<file path="config.mk">
export PLATFORM = sky130hd
export DESIGN_NAME = pu_msp430_cdc_tx
export DESIGN_NICKNAME = d
export VERILOG_FILES = /design/src/rtl/pu_msp430_pkg.sv /design/src/rtl/pu_msp430_sync_cell.sv /design/src/rtl/pu_msp430_cdc_tx.sv
export SDC_FILE = /design/constraint.sdc
export NUM_CORES = 1
export LEC_CHECK = 0
export ABC_AREA = 1
export CORE_MARGIN = 2
export CORE_UTILIZATION = 54
export CTS_BUF_LIST = sky130_fd_sc_hd__clkbuf_4
export DETAILED_ROUTE_END_ITERATION = 10
export HOLD_SLACK_MARGIN = 0.1
export PLACE_DENSITY = 0.87
export SYNTH_ARGS = -nofsm -noshare
export SYNTH_HDL_FRONTEND = slang
export SYNTH_SLANG_ARGS = --single-unit
</file>
<file path="constraint.sdc">
create_clock -name clk -period 3.45 [get_ports clk]
set_input_delay 0.69 -clock clk [delete_from_list [all_inputs] [get_ports clk]]
set_output_delay 0.69 -clock clk [all_outputs]
set_load 0.03 [all_outputs]
</file>
<file path="src/rtl/pu_msp430_pkg.sv">
// pu_msp430_pkg: shared types for the msp430 peripheral slice
package pu_msp430_pkg;
  typedef enum logic [1:0] {IDLE, REQ, REL, RECOV} state_t;
endpackage

</file>
<file path="src/rtl/pu_msp430_sync_cell.sv">
// pu_msp430_sync_cell: two-flop synchronizer for a single asynchronous bit
module pu_msp430_sync_cell (
  input  logic clk,
  input  logic rst,
  input  logic d,
  output logic q
);
  logic m;
  always_ff @(posedge clk or posedge rst)
    if (rst) {q, m} <= 2'b00;
    else     {q, m} <= {m, d};
endmodule

</file>
<file path="src/rtl/pu_msp430_cdc_tx.sv">
// pu_msp430_cdc_tx: 4-phase request/ack word transmitter with timeout recovery
module pu_msp430_cdc_tx
  import pu_msp430_pkg::*;
#(
  parameter int DW     = 16,
  parameter int TO_CYC = 255
) (
  input  logic          clk,
  input  logic          rst,
  input  logic          src_valid,
  input  logic [DW-1:0] src_data,
  output logic          src_ready,
  output logic          xfer_req,
  output logic [DW-1:0] xfer_data,
  input  logic          xfer_ack,
  output logic          done,
  output logic          err,
  output logic          busy
);
  localparam int CW = $clog2(TO_CYC + 1);
  localparam logic [CW-1:0] TO_LAST = CW'(TO_CYC - 1);
  localparam logic [CW-1:0] TO_MAX  = CW'(TO_CYC);
  state_t        state;
  logic [CW-1:0] cnt;
  logic          ack_s, low1;
  pu_msp430_sync_cell u_sync (.clk(clk), .rst(rst), .d(xfer_ack), .q(ack_s));
  assign src_ready = (state == IDLE) && !ack_s;
  // Timeout fires on the cycle the counter would reach TO_CYC, so REQ/REL last at most TO_CYC cycles
  always_ff @(posedge clk or posedge rst)
    if (rst) begin
      state     <= IDLE;
      xfer_req  <= 1'b0;
      xfer_data <= '0;
      done      <= 1'b0;
      err       <= 1'b0;
      busy      <= 1'b0;
      cnt       <= '0;
      low1      <= 1'b0;
    end else begin
      done <= 1'b0;
      err  <= 1'b0;
      case (state)
        IDLE:
          if (src_valid && src_ready) begin
            xfer_data <= src_data;
            xfer_req  <= 1'b1;
            busy      <= 1'b1;
            state     <= REQ;
            cnt       <= '0;
          end
        REQ:
          if (ack_s) begin
            xfer_req <= 1'b0;
            state    <= REL;
            cnt      <= '0;
          end else if (cnt == TO_LAST) begin
            xfer_req <= 1'b0;
            err      <= 1'b1;
            state    <= RECOV;
            cnt      <= '0;
            low1     <= 1'b0;
          end else cnt <= cnt + 1'b1;
        REL:
          if (!ack_s) begin
            done  <= 1'b1;
            busy  <= 1'b0;
            state <= IDLE;
            cnt   <= '0;
          end else if (cnt == TO_LAST) begin
            err   <= 1'b1;
            state <= RECOV;
            cnt   <= '0;
            low1  <= 1'b0;
          end else cnt <= cnt + 1'b1;
        RECOV: begin
          // leave only after the destination has shown ack low twice in a row
          low1 <= !ack_s;
          if (!ack_s && low1) begin
            busy  <= 1'b0;
            state <= IDLE;
            cnt   <= '0;
          end else if (cnt != TO_MAX) cnt <= cnt + 1'b1;
        end
        default: state <= IDLE;
      endcase
    end
endmodule

</file>
After elaboration in Yosys (flattened, before gate mapping)
Cells that the tools add are included.
W data, S select, Z words.

word-level totals
  register bits = 33
  output and inout bits = 21

operators by class
  add/sub/neg operators = 1
  equality and inequality tests = 12
  multiplexer cells = 30
  reductions and logical operators = 14

operator list
  kind                   number
  $mux W8                6
  $pmux W8 S4            1
  $mux W1                13
  $mux W2                5
  $add A8 B1 Y8 const B  1
  $eq A8 B8 Y1 const B   1
  $ne A8 B8 Y1 const B   1
  $pmux W2 S4            1
  $ne A2 B2 Y1 const B   3
  $pmux W1 S3            2
  $reduce_and A2 Y1      3
  $reduce_and A3 Y1      2
  $reduce_bool A3 Y1     2
  $eq A2 B2 Y1 const B   2
  $ne A2 B1 Y1 const B   2
  $pmux W1 S2            2
  $reduce_and A4 Y1      1
  $logic_and A1 B1 Y1    3
  $ne A3 B2 Y1 const B   1
  $ne A3 B3 Y1 const B   1
  $eq A2 B1 Y1 const B   1
  $logic_not A2 Y1       1
  $reduce_bool A2 Y1     1
  $logic_not A1 Y1       1

Depth between registers and ports, before layout
  word-level depth = 5
  gate-level depth with buffers = 11
  depth with buffers taken out = 11

Modules after synthesis
From an unflattened synthesis, not the netlist that was laid out.

second synthesis, totals
  cell total of the unflattened synthesis = 195
  area total of the unflattened synthesis = 1606.5 sq um

by module, submodules not included
  module               instances  cells an instance  area an instance (sq um)
  pu_msp430_cdc_tx     1          192                1552.7
  pu_msp430_sync_cell  1          3                  53.8

Worst setup path after synthesis
No wires, ideal clock.

  path kind = register to output
  from = reg state[0]
  to = out src_ready
  arrival = 1.214 ns
  required time = 2.760 ns
  setup slack = 1.546 ns
  stages on the path, launching flop included = 5
  cells stage by stage = dfrtp_1 > inv_1 > ha_1 > inv_1 > nor2_1

between the ends
  longest elaborated chain between the ends = 2

RTL lines
  what                    RTL line                source
  start, declared         pu_msp430_cdc_tx.sv:23  state_t state;
  start signal, assigned  pu_msp430_cdc_tx.sv:31  state <= IDLE;
  start signal, assigned  pu_msp430_cdc_tx.sv:48  state <= REQ;
  start signal, assigned  pu_msp430_cdc_tx.sv:54  state <= REL;
  $logic_not A2 Y1        pu_msp430_cdc_tx.sv:27  assign src_ready = (state == IDLE) && !ack_s;
  $logic_and A1 B1 Y1     pu_msp430_cdc_tx.sv:27
  end, declared           pu_msp430_cdc_tx.sv:12  output logic src_ready,

No other way between the ends.

Final worst setup path
Same ends and word-level chain as after synthesis.

==> results.md <==
* Crit-path cells: inv_1 -> ha_1 -> inv_1 -> nor2_1 -> clkdlybuf4s50_1
* First-pass GRT wire length at 5780 um
* DP Area at 2050 um2
* Max-cap check violation count at 0
* WL/cell at 12.4 um
* Min-delay worst type: reg -> reg
* Total GRT Usage at 22.5%
* Clock Tree Buf Depth at 2
* CP arrival at 1990 ps
* Cell count after synthesis at 201
* Setup crit end: src_ready
* Synth cell count leaders: nand2_1 (86), dfrtp_1 (33), inv_1 (23)
* Area grow syn2layout at 32.0%
* FF+latch count, synth at 33
* Crit path largest cell delay at 670 ps
* Largest net degree at the start of global routing at 34
* Routed WL at 3460 um
* Via count at 1418
* Slowest-stage cell, CP: clkdlybuf4s50_1
* Reg2reg end: xfer_req
* CTS sink cnt at 33
* Chip Width at 58.7 um
* Post-CTS Setup Bufs at 0
* Crit path launch: state[0]
* Top-count cell post-synth: nand2_1
* Setup violations, final at 0
* R2R Path Start: state[0]
* LEAKAGE at 1.09 nW
* Mean post-synth cell area at 8.04 um2
* Worst Tran Pin Value at 455 ps
* Crit path max fanout at 4
* Worst Setup End Kind: output port
* RSZ-0062 raised after global routing: no
* PwrDens at 889 nW/um2
* Async set-or-reset flop fraction in the synthesized netlist at 100%
* Outcome: finished, violations left
* CP Launch Type: flip-flop
* Netlist cell types at 23
* Diode count at 0
* Post-route cell area at 2130 um2
* H-Tree Depth at 2
* Post-Syn Nets at 228
* Synth Flop Type: dfrtp_1
* Post-CTS Resized at 0
* Failing checks: DRC
* Syn. warnings at 0
* Die area at 3440 um2
* Slew margin rel. at 69.5%
* DRT Pass-1 Iters at 8
* Fin. Hold Viols at 0
* Peak VDD IR at 0.000450 V
* Final antenna-violating net count at 0
* Largest cells by area after synthesis: dfrtp_1 (51%), nand2_1 (20%), ha_1 (5.4%)
* R2R cell count at 6
* Clock Latency Late Sink at 330 ps
* Gr ovfl total at 0
* # rows at 19
* Mapped cell area at 1620 um2
* Starting Density at 57.6%
* Synth top area share at 51.1%
* R2R Setup Slk at 1540 ps
* Fin nets at 274
* DR iter-0 viols at 92
* Vias in the first global route at 1364
* Fillers at 217
* Share of cells above drive strength 1 at 6.85%
* Part of the cycle the worst path needs at 77.6%
* I/O Buffers at 40
* Clk Tree Root Cell: clkbuf_4
* Antenna violations before repair at 0
* CP dominant cell by count: inv_1
* Fin crit period at 2680 ps
* CTS tree: yes
* Worst-path clk slew at 100 ps
* Critical setup path kind: reg -> out
* Final RePlAce weighted congestion at 0.868
* DP Wirelength at 2500 um
* Hold-fix buffers, CTS at 0
* Setup Skew at 3.99 ps
* Num CTS Buffers at 5
* Sum Neg Setup Slack at 0 ps
* Core Area at 2810 um2
* Total I/O pin count at 41
* Slew Viols, Final at 0
* DR DRC count at 6
* Seq/Total Area, Yosys at 51.1%
* Max frequency at 373 MHz
* Die Y at 58.7 um
* Via/cell ratio at 5.08
* Critical Path RT at 2760 ps
* Area leader, netlist: dfrtp_1
* Post-synth EDFFs at 0
[placed cells by master, fill, tap and decap left out, types with 3 or more instances in the layout]
cell type        synthesis  routed
nand2_1                 86      86
nand3_1                  8       8
nand2_4                  3       3
inv_1                   23      23
o21ai_0                  4       4
o21ai_1                  5       5
nor2_1                  10      10
ha_1                     7       7
clkbuf_4                 0       6
clkdlybuf4s50_1          0      40
dfrtp_1                 33      33
a21oi_1                  6       6
[how the worst min path moves through the flow]
stage,slack (ps),start,depth (start not counted),end
floorplan,330,u_sync.m,0,u_sync.q
global placement,330,u_sync.m,0,u_sync.q
detailed placement,340,u_sync.m,0,u_sync.q
CTS,360,u_sync.m,0,u_sync.q
global route,360,u_sync.m,0,u_sync.q
finish,350,u_sync.m,0,u_sync.q
[through the flow]
| step | utilization [%] | setup slack (ps) | total power [mW] | cells | hold slack (ps) |
|---|---|---|---|---|---|
| 2_1_floorplan | - | 1550 | 1.26 | 201 | 331 |
| 3_3_place_gp | 73.2 | 1190 | 1.59 | 271 | 334 |
| 3_5_place_dp | 73.2 | 1140 | 1.61 | 271 | 336 |
| 4_1_cts | 76.0 | 754 | 1.90 | 279 | 360 |
| 5_1_grt | 76.0 | 651 | 2.04 | 279 | 358 |
| 6_report | 76.0 | 772 | 1.89 | 279 | 353 |
[registers in the layout, summed over array words and instances, names as in the netlist]
| register | cells |
|---|---|
| done | 1 |
| low1 | 1 |
| xfer_req | 1 |
| state | 2 |
| busy | 1 |
| cnt | 8 |
| u_sync.q | 1 |
| u_sync.m | 1 |
| xfer_data | 16 |
| err | 1 |
[logic make-up after synthesis]
logic type	synth area share (%)
xor gates and xnor gates	0.542
AOI/OAI and AO/OA	5.11
and+or+nand+nor	31.4
DFF	51.1
buffers and inverters	6.35
adders and majority gates	5.42
[layout make-up]
| type | count | area, um2 | share of cell area [%] |
|---|---|---|---|
| Clock inverter | 2 | 33.8 | 1.58 |
| Inverter | 25 | 93.8 | 4.40 |
| Timing Repair Buffer | 41 | 408 | 19.1 |
| Sequential cell | 33 | 826 | 38.7 |
| Tap cell | 31 | 38.8 | 1.82 |
| Clock buffer | 6 | 45.0 | 2.11 |
| Multi-Input combinational cell | 141 | 687 | 32.2 |
[power breakdown]
part	switching, mW	internal [mW]	leakage, nW	total (mW)
Clock	0.130	0.159	0.0433	0.289
Combinational	0.621	0.378	0.626	1.00
Sequential	0.0800	0.526	0.421	0.606
[worst max-delay path: cells and delay by family, from the launching register on]
family,cells,cell delay (ps)
adders and majority gates,1,300
buffers and inverters,3,850
DFF,1,420
and+or+nand+nor,1,80
[per-layer routing]
layer  vias up  global-route usage [%]  share of wire [%]
li1        714                       -                  -
met1       657                    29.1                 45
met2        39                    35.3                 48
met3         8                    5.05                5.1
met4         0                    12.3                2.0
met5         -                       0                  0
Note: power is estimated with default switching activity, not from simulation.
